File: src/rtl/exu_cal_arb.sv
// exu_cal_arb: round-robin arbiter into the shared calc unit with per-requester one-deep result buffers
`ifndef CIRNO_CAL_OPB_SIZE
`define CIRNO_CAL_OPB_SIZE 74
`endif
module exu_cal_arb #(
  parameter int OPB_W = `CIRNO_CAL_OPB_SIZE
) (
  input  logic             clk,
  input  logic             rst,
  input  logic             hs_r0arb_val,
  input  logic             hs_r1arb_val,
  output logic             hs_arbr0_rdy,
  output logic             hs_arbr1_rdy,
  input  logic [OPB_W-1:0] r0_opb,
  input  logic [OPB_W-1:0] r1_opb,
  output logic             hs_arbr0_rsp_val,
  output logic             hs_arbr1_rsp_val,
  input  logic             hs_r0arb_rsp_rdy,
  input  logic             hs_r1arb_rsp_rdy,
  output logic [31:0]      r0_res,
  output logic [31:0]      r1_res,
  input  logic             flush,
  output logic             hs_ex4cal_val,
  input  logic             hs_cal4ex_rdy,
  output logic [OPB_W-1:0] cal_opb,
  input  logic [31:0]      cal_res
);
  typedef enum logic {IDLE, LOCK} state_t;
  state_t state;
  logic lock_k, prio, gnt, gnt_val, hs;
  logic [1:0] val, rsp_rdy, rsp_val, elig;
  logic [1:0][31:0] res;
  assign val = {hs_r1arb_val, hs_r0arb_val};
  assign rsp_rdy = {hs_r1arb_rsp_rdy, hs_r0arb_rsp_rdy};
  assign elig = val & {2{~flush}} & (~rsp_val | rsp_rdy);
  always_comb begin
    gnt_val = ~flush & ((state == LOCK) | (|elig));
    gnt = (state == LOCK) ? lock_k : (&elig) ? prio : elig[1];
  end
  assign hs = gnt_val & hs_cal4ex_rdy;
  assign hs_ex4cal_val = gnt_val;
  assign hs_arbr0_rdy = hs & ~gnt;
  assign hs_arbr1_rdy = hs & gnt;
  assign cal_opb = gnt_val ? (gnt ? r1_opb : r0_opb) : '0;
  assign hs_arbr0_rsp_val = rsp_val[0];
  assign hs_arbr1_rsp_val = rsp_val[1];
  assign r0_res = res[0];
  assign r1_res = res[1];
  always_ff @(posedge clk or posedge rst) begin
    if (rst) begin
      state <= IDLE;
      lock_k <= 1'b0;
      prio <= 1'b0;
      rsp_val <= '0;
      res <= '0;
    end else begin
      state <= (gnt_val && !hs_cal4ex_rdy) ? LOCK : IDLE;
      lock_k <= gnt;
      rsp_val <= flush ? 2'b00 : (rsp_val & ~rsp_rdy) | ({2{hs}} & {gnt, ~gnt});
      if (hs) begin
        res[gnt] <= cal_res;
        prio <= ~gnt;
      end
    end
  end
endmodule

File: config.mk
export PLATFORM = sky130hd
export DESIGN_NAME = exu_cal_arb
export DESIGN_NICKNAME = d
export VERILOG_FILES = /design/src/rtl/exu_cal_arb.sv
export SDC_FILE = /design/constraint.sdc
export NUM_CORES = 1
export LEC_CHECK = 0
export ABC_AREA = 1
export BUFFER_PORTS_ARGS = -buffer_cell sky130_fd_sc_hd__buf_2
export CORE_AREA = 2 2 130 132
export DETAILED_ROUTE_END_ITERATION = 8
export DIE_AREA = 0 0 132 134
export GPL_ROUTABILITY_DRIVEN = 0
export PLACE_DENSITY = 0.51
export SYNTH_ARGS = -nofsm -noshare
export SYNTH_HDL_FRONTEND = slang
export SYNTH_SLANG_ARGS = --single-unit
File: constraint.sdc
create_clock -name clk -period 3.2 [get_ports clk]
set_clock_uncertainty 0.05 [all_clocks]
set_input_delay 0.32 -clock clk [delete_from_list [all_inputs] [get_ports clk]]
set_output_delay 0.32 -clock clk [all_outputs]
set_load 0.005 [all_outputs]
==> results of run 1 <==
per-layer routing:
layer  global-route usage [%]  part of all wire, %  up-vias  routed length (um)
met5                        0                    0        -                   0
met4                     7.73                  1.6        0                 305
met3                     6.01                  8.8       18                1690
met2                     33.9                   47      239                9130
met1                     26.8                   42     2314                8130
li1                         -                    -     2452                   -
synth_stat cells:
master      n
dfrtp_1    69
clkbuf_1   17
nand2_1   135
buf_2      11
inv_2       2
buf_4       2
nand2_2     3
or2_1       1
inv_1       8
a21oi_2     1
nor2_1    153
clkbuf_2    7
buf_6      10
a21oi_1     1
nor2_8      1
nand3_4     2
nand4_1    32
o21ai_0   106
nand3_2     1
nand3_1     2
logic make-up (layout without fill, tap and decap cells):
logic type	after synthesis	after routing	synth area share, %
buf+inv	57	368	8.03
simple gates	330	330	34.8
flops	69	69	43.5
compound gates	108	108	13.7
other cells	0	8	0
where the power goes:
group          switching, mW  internal (mW)  total [mW]
Clock                  0.381          0.682        1.06
Sequential             0.122           1.11        1.23
Combinational          0.623          0.471        1.09
Total                   1.13           2.26        3.39
worst max-delay path, stage by stage (launching register included):
cell and delay, ps:
dfrtp_1 380, nand2_1 80, nand2_1 90, nand2_2 100, nand3_4 250, buf_12 290, o21ai_0 420, nor2_1 80
buf_2 140
cell type report:
cell class / instances / share of cell area, %
sequential: 69 / 28.4
clock buffer: 10 / 3.77
inverter: 10 / 0.618
antenna: 8 / 0.330
tap: 220 / 4.53
clock inverter: 6 / 1.42
multi-input combinational: 438 / 31.8
timing repair buffer: 342 / 29.1
metrics by stage:
step / hold slack (ps) / cell area, um2
after detailed placement: 404 / 5740
after floorplan: 326 / 3970
after global placement: 399 / 5740
after global routing: 144 / 6070
final: 141 / 6070
after CTS: 135 / 6050
flip-flops by register name, summed over array words and instances (netlist names):
signal,flops
lock_k,1
rsp_val,2
r0_res,32
r1_res,32
prio,1
state,1
worst paths after layout:
check	from	end	slack, ps	depth (start not counted)
worst max-delay path	rsp_val[1]	cal_opb[67]	650	8
worst min-delay path	flush	rsp_val[0]	140	2
worst max register to register	rsp_val[1]	r0_res[16]	1270	10
worst min register to register	r0_res[11]	r0_res[11]	420	2
max in group asynchronous	rst	r0_res[6]	2150	3
min in group asynchronous	rst	r0_res[16]	170	2
==> flow_summary_export.csv, run 1 <==
group,metric,value,unit
synthesis,yosys.area.top_type,"dfrtp_1",
layout,instances_no_fill,1103,
global_routing,gr-total-overflow,0,
timing,setup_slack,649,ps
synthesis,syn_nets,752,
detailed_routing,drt-wirelength-per-cell,17.5,um
die,core,16300,um2
critical_path,crit_required,2830,ps
clock_tree,htreeDepth,3,
die,dieHeight,134,um
critical_path,start_kind,"flip-flop",
detailed_routing,viasPerCell,4.55,
synthesis,post_synth.cell_area_avg,7.04,um2
die,ioPinCount,331,
layout,postLayoutCoreUtil,37.3,%
timing,slew_viol_final,0,
detailed_routing,postRouteAntennaNets,0,
die,num_rows,47,
timing,post-route-min-period,2550,ps
synthesis,synth_top_area_share,43.5,%
global_routing,grt_max_degree,75,
die,start_util,24.4,%
placed_design,placed_cells,1079,
run_status,status,"complete, no violations",
timing,setup_viol,0,
critical_path,crit_fanout,69,
placed_design,detailedPlace.worstSlack,835,ps
timing,fmax,392,MHz
clock_tree,clk_path_buf_depth,2,
timing,slew_headroom,35.3,%
timing,period_share,79.7,%
job,cap_violations,0,
critical_path,setup.worst_path.class,"reg -> out",
synthesis,synth-seq-cells,69,
timing,hold_viol_final,0,
detailed_routing,drc,0,
die,die_w,132,um
clock_tree,clkTransAtPathRegs,60,ps
power,vdd_drop_max,292,uV
clock_tree,cts-root-buf,"clkbuf_16",
global_routing,grt_pass1_vias,4784,
clock_tree,cts.sinks,69,
layout,areaGrowthSynthToFinish,52.9,%
synthesis,yosysSeqAreaShare,43.5,%
synthesis,synth.distinct_cells,20,
synthesis,synth.area.top_cells,"dfrtp_1 43%, nor2_1 14%, o21ai_0 13%",
clock_tree,clk_latency,330,ps
power,leakage,3.50,nW
layout,final_cell_mix,"330 x buf_2, 153 x nor2_1, 135 x nand2_1",
layout,nFillCells,1808,
die,die_area,17700,um2
clock_tree,cts_setup_buffers,0,
detailed_routing,vias,5023,
layout,seqCellArea,1730,um2
detailed_routing,drtIter0Drc,262,
layout,final_net_count,1058,
clock_tree,cts_tree,"yes",
synthesis,ys_warn_count,0,
synthesis,syn_area,3970,um2
power,report.power.total,3.39,mW
detailed_routing,drt_wl_total,19.3,mm
placed_design,io_buffers,330,
critical_path,critPathArrivalTime,2180,ps
timing,setup-tns-final,0,ps
placed_design,dp.final_hpwl,14.9,mm
layout,layout-drive-gt1-share,42.1,%
synthesis,synthCells,564,
timing,rsz0062_at_grt,"false",
clock_tree,cts_inserted_buffers,9,
global_routing,antenna_found_initial,8,
layout,multiInputGateArea,1930,um2
power,p_per_area,558,nW/um2
worst_hold_path,hold_class,"in -> reg",
critical_path,worst_setup_path_end_kind,"primary output",
detailed_routing,first_pass_iters,5,
timing,worst_slew_pin_slew,969,ps
clock_tree,cts-resized-gates,0,
clock_tree,ctsHoldBuffers,0,
global_routing,track_usage,21.0,%
layout,final_common_cell,"buf_2",
global_routing,grt_pass1_wl,28.4,mm
Note: power is estimated with default switching activity, not from simulation.
==> inputs of run 2 (changes only) <==
==> config.mk (replaced) <==
export PLATFORM = sky130hd
export DESIGN_NAME = exu_cal_arb
export DESIGN_NICKNAME = d
export VERILOG_FILES = /design/src/rtl/exu_cal_arb.sv
export SDC_FILE = /design/constraint.sdc
export NUM_CORES = 1
export LEC_CHECK = 0
export ABC_AREA = 0
export BUFFER_PORTS_ARGS = -buffer_cell sky130_fd_sc_hd__buf_2
export CORE_AREA = 2 2 128 130
export DETAILED_ROUTE_END_ITERATION = 8
export DIE_AREA = 0 0 130 132
export GPL_ROUTABILITY_DRIVEN = 0
export PLACE_DENSITY = 0.57
export SYNTH_ARGS = -nofsm -noshare
export SYNTH_HDL_FRONTEND = slang
export SYNTH_SLANG_ARGS = --single-unit
==> constraint.sdc (replaced) <==
create_clock -name clk -period 2.44 [get_ports clk]
set_clock_uncertainty 0.05 [all_clocks]
set_input_delay 0.244 -clock clk [delete_from_list [all_inputs] [get_ports clk]]
set_output_delay 0.244 -clock clk [all_outputs]
set_load 0.005 [all_outputs]
==> run 2 against run 1 <==
  * Utilization grew 6.7 points
  * Largest power group is now combinational cells
  * Cell area up 14%
  * Synthesized cell count decreased by 1.1%
  * Setup slack worse by 630 ps
  * Critical path depth is the same
  * Non-clock buffer count is 17 higher
  * Critical endpoint is now hs_arbr1_rdy
  * Cell count fell by 2.0%
  * Power increased by 30%
  * Die area fell by 3.0%
  * Sequential power up 26%
  * Highest routed layer unchanged
==> flow_summary_export.csv, run 2 <==
group,metric,value,unit
synthesis,post_synth.cell_area_avg,8.26,um2
run_status,status,"complete, no violations",
clock_tree,cts-root-buf,"clkbuf_16",
synthesis,synth_xor_area_share,0,%
clock_tree,cts_inserted_buffers,9,
synthesis,synth.distinct_cells,35,
layout,postLayoutCoreUtil,44.0,%
global_routing,antenna_found_initial,6,
synthesis,synthSimpleGateAreaFrac,18.3,%
detailed_routing,drt-wirelength-per-cell,18.7,um
layout,layout-drive-gt1-share,49.0,%
power,p_int,3.00,mW
clock_tree,clk_latency,330,ps
global_routing,track_usage,22.4,%
detailed_routing,postRouteAntennaNets,0,
timing,slew_viol_final,0,
layout,postLayoutCellArea,6910,um2
power,p_switching,1.41,mW
power,p_comb_share,35.7,%
synthesis,ys.flop_type,"dfrtp_1",
synthesis,synth-seq-cells,69,
placed_design,placed_area,6500,um2
detailed_routing,viasPerCell,5.36,
synthesis,synthAdderAreaFrac,0,%
timing,rsz0062_at_grt,"true",
detailed_routing,first_pass_iters,5,
timing,slew_headroom,66.2,%
critical_path,worst_setup_path_end_kind,"primary output",
synthesis,yosys.area.top_type,"dfrtp_1",
synthesis,yosysSeqAreaShare,37.5,%
timing,fmax,413,MHz
global_routing,grt_pass1_wl,30.4,mm
layout,final_net_count,1042,
die,die_w,130,um
timing,hold_slack,91.7,ps
synthesis,async_flop_share,100,%
synthesis,syn_nets,746,
synthesis,synth_edf_count,0,
die,ioPinCount,331,
global_routing,gr-total-overflow,0,
detailed_routing,vias,5792,
detailed_routing,drtIter0Drc,327,
detailed_routing,drc,0,
die,num_rows,46,
layout,areaGrowthSynthToFinish,50.0,%
critical_path,critPathArrivalTime,2130,ps
layout,instances_no_fill,1081,
synthesis,synth_mux_area_share,8.55,%
synthesis,synth.most_common_cell,"nand3_1",
placed_design,placed_cells,1054,
clock_tree,clk_path_buf_depth,2,
die,core,15700,um2
clock_tree,cts_tree,"yes",
timing,period_share,99.2,%
power,leakage,3.18,nW
timing,setup_viol,0,
power,power.share.sequential,35.1,%
job,cap_violations,0,
synthesis,ys_warn_count,0,
synthesis,yosys-top-cells-count,"107 x nand3_1, 76 x a21oi_1, 75 x o21ai_0, 69 x dfrtp_1, 61 x clkbuf_1",
critical_path,crit_required,2150,ps
global_routing,grt_pass1_vias,5460,
synthesis,synth.area.top_cells,"dfrtp_1 37%, nand3_1 12%, a21oi_1 8.3%",
die,start_util,29.3,%
synthesis,synthCells,558,
clock_tree,cts.sinks,69,
critical_path,start_kind,"flip-flop",
detailed_routing,drt_wl_total,20.3,mm
synthesis,synth_top_area_share,37.5,%
layout,final_common_cell,"buf_2",
critical_path,setup.worst_path.class,"reg -> out",
layout,final_cell_mix,"330 x buf_2, 107 x nand3_1, 74 x a21oi_1",
die,die_area,17200,um2
timing,hold_viol_final,0,
clock_tree,htreeDepth,3,
power,clkPwrFrac,29.2,%
synthesis,synth_top_family_by_area,"compound AO/OA/AOI/OAI gates",
synthesis,syn_area,4610,um2
timing,worst_slew_pin_slew,507,ps
power,swShare,32.0,%
worst_hold_path,hold_class,"in -> reg",
synthesis,synth_compound_area_share,28.3,%
placed_design,dp.final_hpwl,14.4,mm
critical_path,crit_fanout,16,
timing,setup-tns-final,0,ps
timing,post-route-min-period,2420,ps
clock_tree,clkTransAtPathRegs,50,ps
global_routing,grt_max_degree,76,
die,dieHeight,132,um
placed_design,io_buffers,330,
power,p_per_area,637,nW/um2
power,vdd_drop_max,363,uV
run 2: power by group through the flow:
stage / Clock [mW] / Sequential [mW] / Combinational, mW
CTS: 1.32 / 1.55 / 1.58
finish: 1.29 / 1.55 / 1.57
detailed placement: 0 / 1.57 / 1.54
global placement: 0 / 1.56 / 1.53
floorplan: 0 / 1.58 / 0.776
global route: 1.38 / 1.58 / 1.74
run 2: worst paths after layout:
path	end	depth (start not counted)	slack [ps]	startpoint
max in group asynchronous	r1_res[16]	4	1200	rst
worst min-delay path	state	2	90	hs_cal4ex_rdy
min in group asynchronous	r1_res[7]	3	440	rst
worst max register to register	r1_res[24]	8	260	state
worst min register to register	r1_res[26]	1	450	r1_res[26]
worst max-delay path	hs_arbr1_rdy	8	20	state
run 2: logic make-up after synthesis:
| group | Yosys count |
|---|---|
| compound gates | 222 |
| buf+inv | 79 |
| flops | 69 |
| mux | 32 |
| simple gates | 156 |
run 2: metrics by stage:
stage                     setup slack (ps)  total power [mW]
after global routing                 -46.9              4.70
final                                 18.7              4.40
after CTS                            -13.9              4.45
after floorplan                        333              2.35
after detailed placement               218              3.11
after global placement                 238              3.09
run 2: what timing repair did:
| item | CTS | global route |
|---|---|---|
| pin swaps | 3 | 8 |
| setup endpoints to repair | 30 | 61 |
| endpoints found under the hold margin | 19 | 0 |
| hold buffers | 1 | 0 |
| gates cloned | 1 | 0 |
| buffers inserted | 3 | 0 |
| resized for setup | 5 | 8 |
run 2: critical path: stages (launching register included):
cell      delay (ps)
dfrtp_1          380
buf_4            140
nand2b_2         110
o31ai_4          100
buf_12           150
or4_1            480
inv_4            140
buf_12           160
buf_2            120
run 2: layout make-up:
cell class | instances | area, um2
well taps | 216 | 270
clock buffers | 12 | 246
clock inverters | 4 | 47.5
multi-input cells | 410 | 2580
diodes | 6 | 15.0
fillers | 1625 | 8800
inverters | 5 | 21.3
repair buffers | 359 | 2000
flip-flops and latches | 69 | 1730
run 2: per-layer routing:
layer	wire length, um	vias to the layer above	track usage [%]	share of wire (%)
met3	1820	30	6.05	9.0
met4	422	0	7.41	2.1
met1	8090	2783	28.1	40
li1	-	2713	-	-
met5	0	-	0	0
met2	9940	266	37.0	49
==> inputs of run 3 (changes only) <==
--- a/config.mk
+++ b/config.mk
@@ -11,7 +11,9 @@
 export DETAILED_ROUTE_END_ITERATION = 8
 export DIE_AREA = 0 0 130 132
 export GPL_ROUTABILITY_DRIVEN = 0
+export MAX_ROUTING_LAYER = met4
 export PLACE_DENSITY = 0.57
+export REMOVE_ABC_BUFFERS = 1
 export SYNTH_ARGS = -nofsm -noshare
 export SYNTH_HDL_FRONTEND = slang
 export SYNTH_SLANG_ARGS = --single-unit
==> run 3 against run 2 <==
  * The run now ends with setup timing left
  * Cell area increased by 0.45%
  * Combinational power about the same
  * Non-clock buffer count decreased by 2
  * Routed wire length increased by 6.4%
  * Critical path depth decreased by 1
  * Critical endpoint is now cal_opb[17]
==> flow_summary_export.csv, run 3 (synthesis gave the netlist of run 2 again) <==
group,metric,value,unit
die,die_area,17200,um2
global_routing,grt_pass1_vias,5401,
global_routing,grt_pass1_wl,30.6,mm
detailed_routing,vias,5917,
placed_design,detailedPlace.worstSlack,213,ps
layout,seqCellArea,1730,um2
power,p_per_area,640,nW/um2
die,dieHeight,132,um
power,report.power.total,4.44,mW
placed_design,dp.final_hpwl,14.9,mm
layout,final_cell_mix,"330 x buf_2, 107 x nand3_1, 74 x a21oi_1",
layout,postLayoutCoreUtil,44.2,%
global_routing,gr-total-overflow,0,
die,num_rows,46,
clock_tree,cts.sinks,69,
placed_design,placed_cells,1050,
layout,final_net_count,1040,
layout,multiInputGateArea,2600,um2
clock_tree,cts-root-buf,"clkbuf_16",
clock_tree,cts_inserted_buffers,9,
run_status,status,"finished, violations left",
clock_tree,cts_tree,"yes",
timing,period_share,103,%
worst_hold_path,hold_class,"in -> reg",
timing,post-route-min-period,2500,ps
power,leakage,3.19,nW
timing,rsz0062_at_grt,"true",
die,start_util,29.3,%
placed_design,io_buffers,330,
timing,worst_slew_pin_slew,616,ps
timing,slew_headroom,58.9,%
clock_tree,clk_latency,330,ps
die,core,15700,um2
job,cap_violations,0,
critical_path,crit_required,2150,ps
die,die_w,130,um
critical_path,worst_setup_path_end_kind,"primary output",
power,vdd_drop_max,523,uV
layout,layout-drive-gt1-share,49.1,%
clock_tree,clkTransAtPathRegs,60,ps
detailed_routing,drc,0,
global_routing,grt_max_degree,77,
timing,setup_viol,35,
critical_path,setup.worst_path.class,"reg -> out",
timing,setup_slack,-62.1,ps
clock_tree,htreeDepth,3,
layout,nFillCells,1614,
detailed_routing,drtIter0Drc,379,
timing,setup-tns-final,-581,ps
timing,fmax,400,MHz
critical_path,start_kind,"flip-flop",
detailed_routing,drt_wl_total,21.6,mm
timing,slew_viol_final,0,
global_routing,antenna_found_initial,5,
layout,final_common_cell,"buf_2",
global_routing,track_usage,23.4,%
detailed_routing,drt-wirelength-per-cell,20.0,um
detailed_routing,first_pass_iters,5,
timing,hold_viol_final,0,
layout,areaGrowthSynthToFinish,50.7,%
critical_path,crit_fanout,19,
layout,instances_no_fill,1078,
die,ioPinCount,331,
critical_path,critPathArrivalTime,2210,ps
clock_tree,clk_path_buf_depth,2,
detailed_routing,viasPerCell,5.49,
detailed_routing,postRouteAntennaNets,0,
run_status,failed_checks,"setup timing",
run 3: changes by cell type in the layout (fill, tap and decap cells not counted), sizes merged:
cell,previous run,this run
clkbuf,12,15
buf,358,353
diode,6,5
run 3: what timing repair did:
item | 4_1_cts | 5_1_grt
hold buffers | 1 | 0
hold endpoints to repair | 12 | 0
setup buffers | 0 | 2
setup endpoints to repair | 9 | 63
cloned | 0 | 4
resized for setup | 9 | 16
pin swaps | 2 | 17
run 3: area by class of cell:
| cell class | count | area share [%] |
|---|---|---|
| multi-input combinational | 410 | 37.4 |
| timing repair buffer | 357 | 29.1 |
| sequential | 69 | 24.9 |
| tap | 216 | 3.89 |
| clock buffer | 12 | 3.55 |
| clock inverter | 4 | 0.685 |
| inverter | 5 | 0.342 |
| antenna | 5 | 0.180 |
run 3: worst max-delay path: stages (launching register included):
cell and delay (ps):
dfrtp_1 380, or3_4 390, o31ai_4 310, buf_6 190, buf_12 160, o21ai_0 140
a21oi_1 170, buf_2 130
run 3: metrics by stage:
| stage | instance area (um2) | hold slack (ps) |
|---|---|---|
| after floorplan | 4290 | 257 |
| after global placement | 6470 | 167 |
| after detailed placement | 6470 | 177 |
| after CTS | 6790 | 86.8 |
| after global routing | 6940 | 97.5 |
| final | 6940 | 103 |
run 3: where the power goes:
part / switching (mW) / internal (mW) / leakage [nW] / total (mW)
clock: 0.485 / 0.816 / 0.143 / 1.30
sequential: 0.147 / 1.40 / 0.759 / 1.54
combinational: 0.811 / 0.786 / 2.28 / 1.60
total: 1.44 / 3.00 / 3.19 / 4.44
run 3: path summary, 6_finish.rpt:
check / depth (start not counted) / to / slack [ps] / startpoint
min in group asynchronous: 3 / r1_res[7] / 370 / rst
max in group asynchronous: 4 / r1_res[28] / 1350 / rst
min: 2 / rsp_val[1] / 100 / flush
max: 7 / cal_opb[17] / -60 / state
min reg2reg: 1 / r1_res[29] / 450 / r1_res[29]
max reg2reg: 8 / r1_res[22] / 270 / state
run 3: layer usage:
layer	GRT usage (%)	part of all wire [%]	up-vias
met5	-	0	-
met4	8.00	2.6	0
met3	6.45	8.9	36
met2	37.2	48	293
met1	28.4	40	2869
li1	-	-	2719
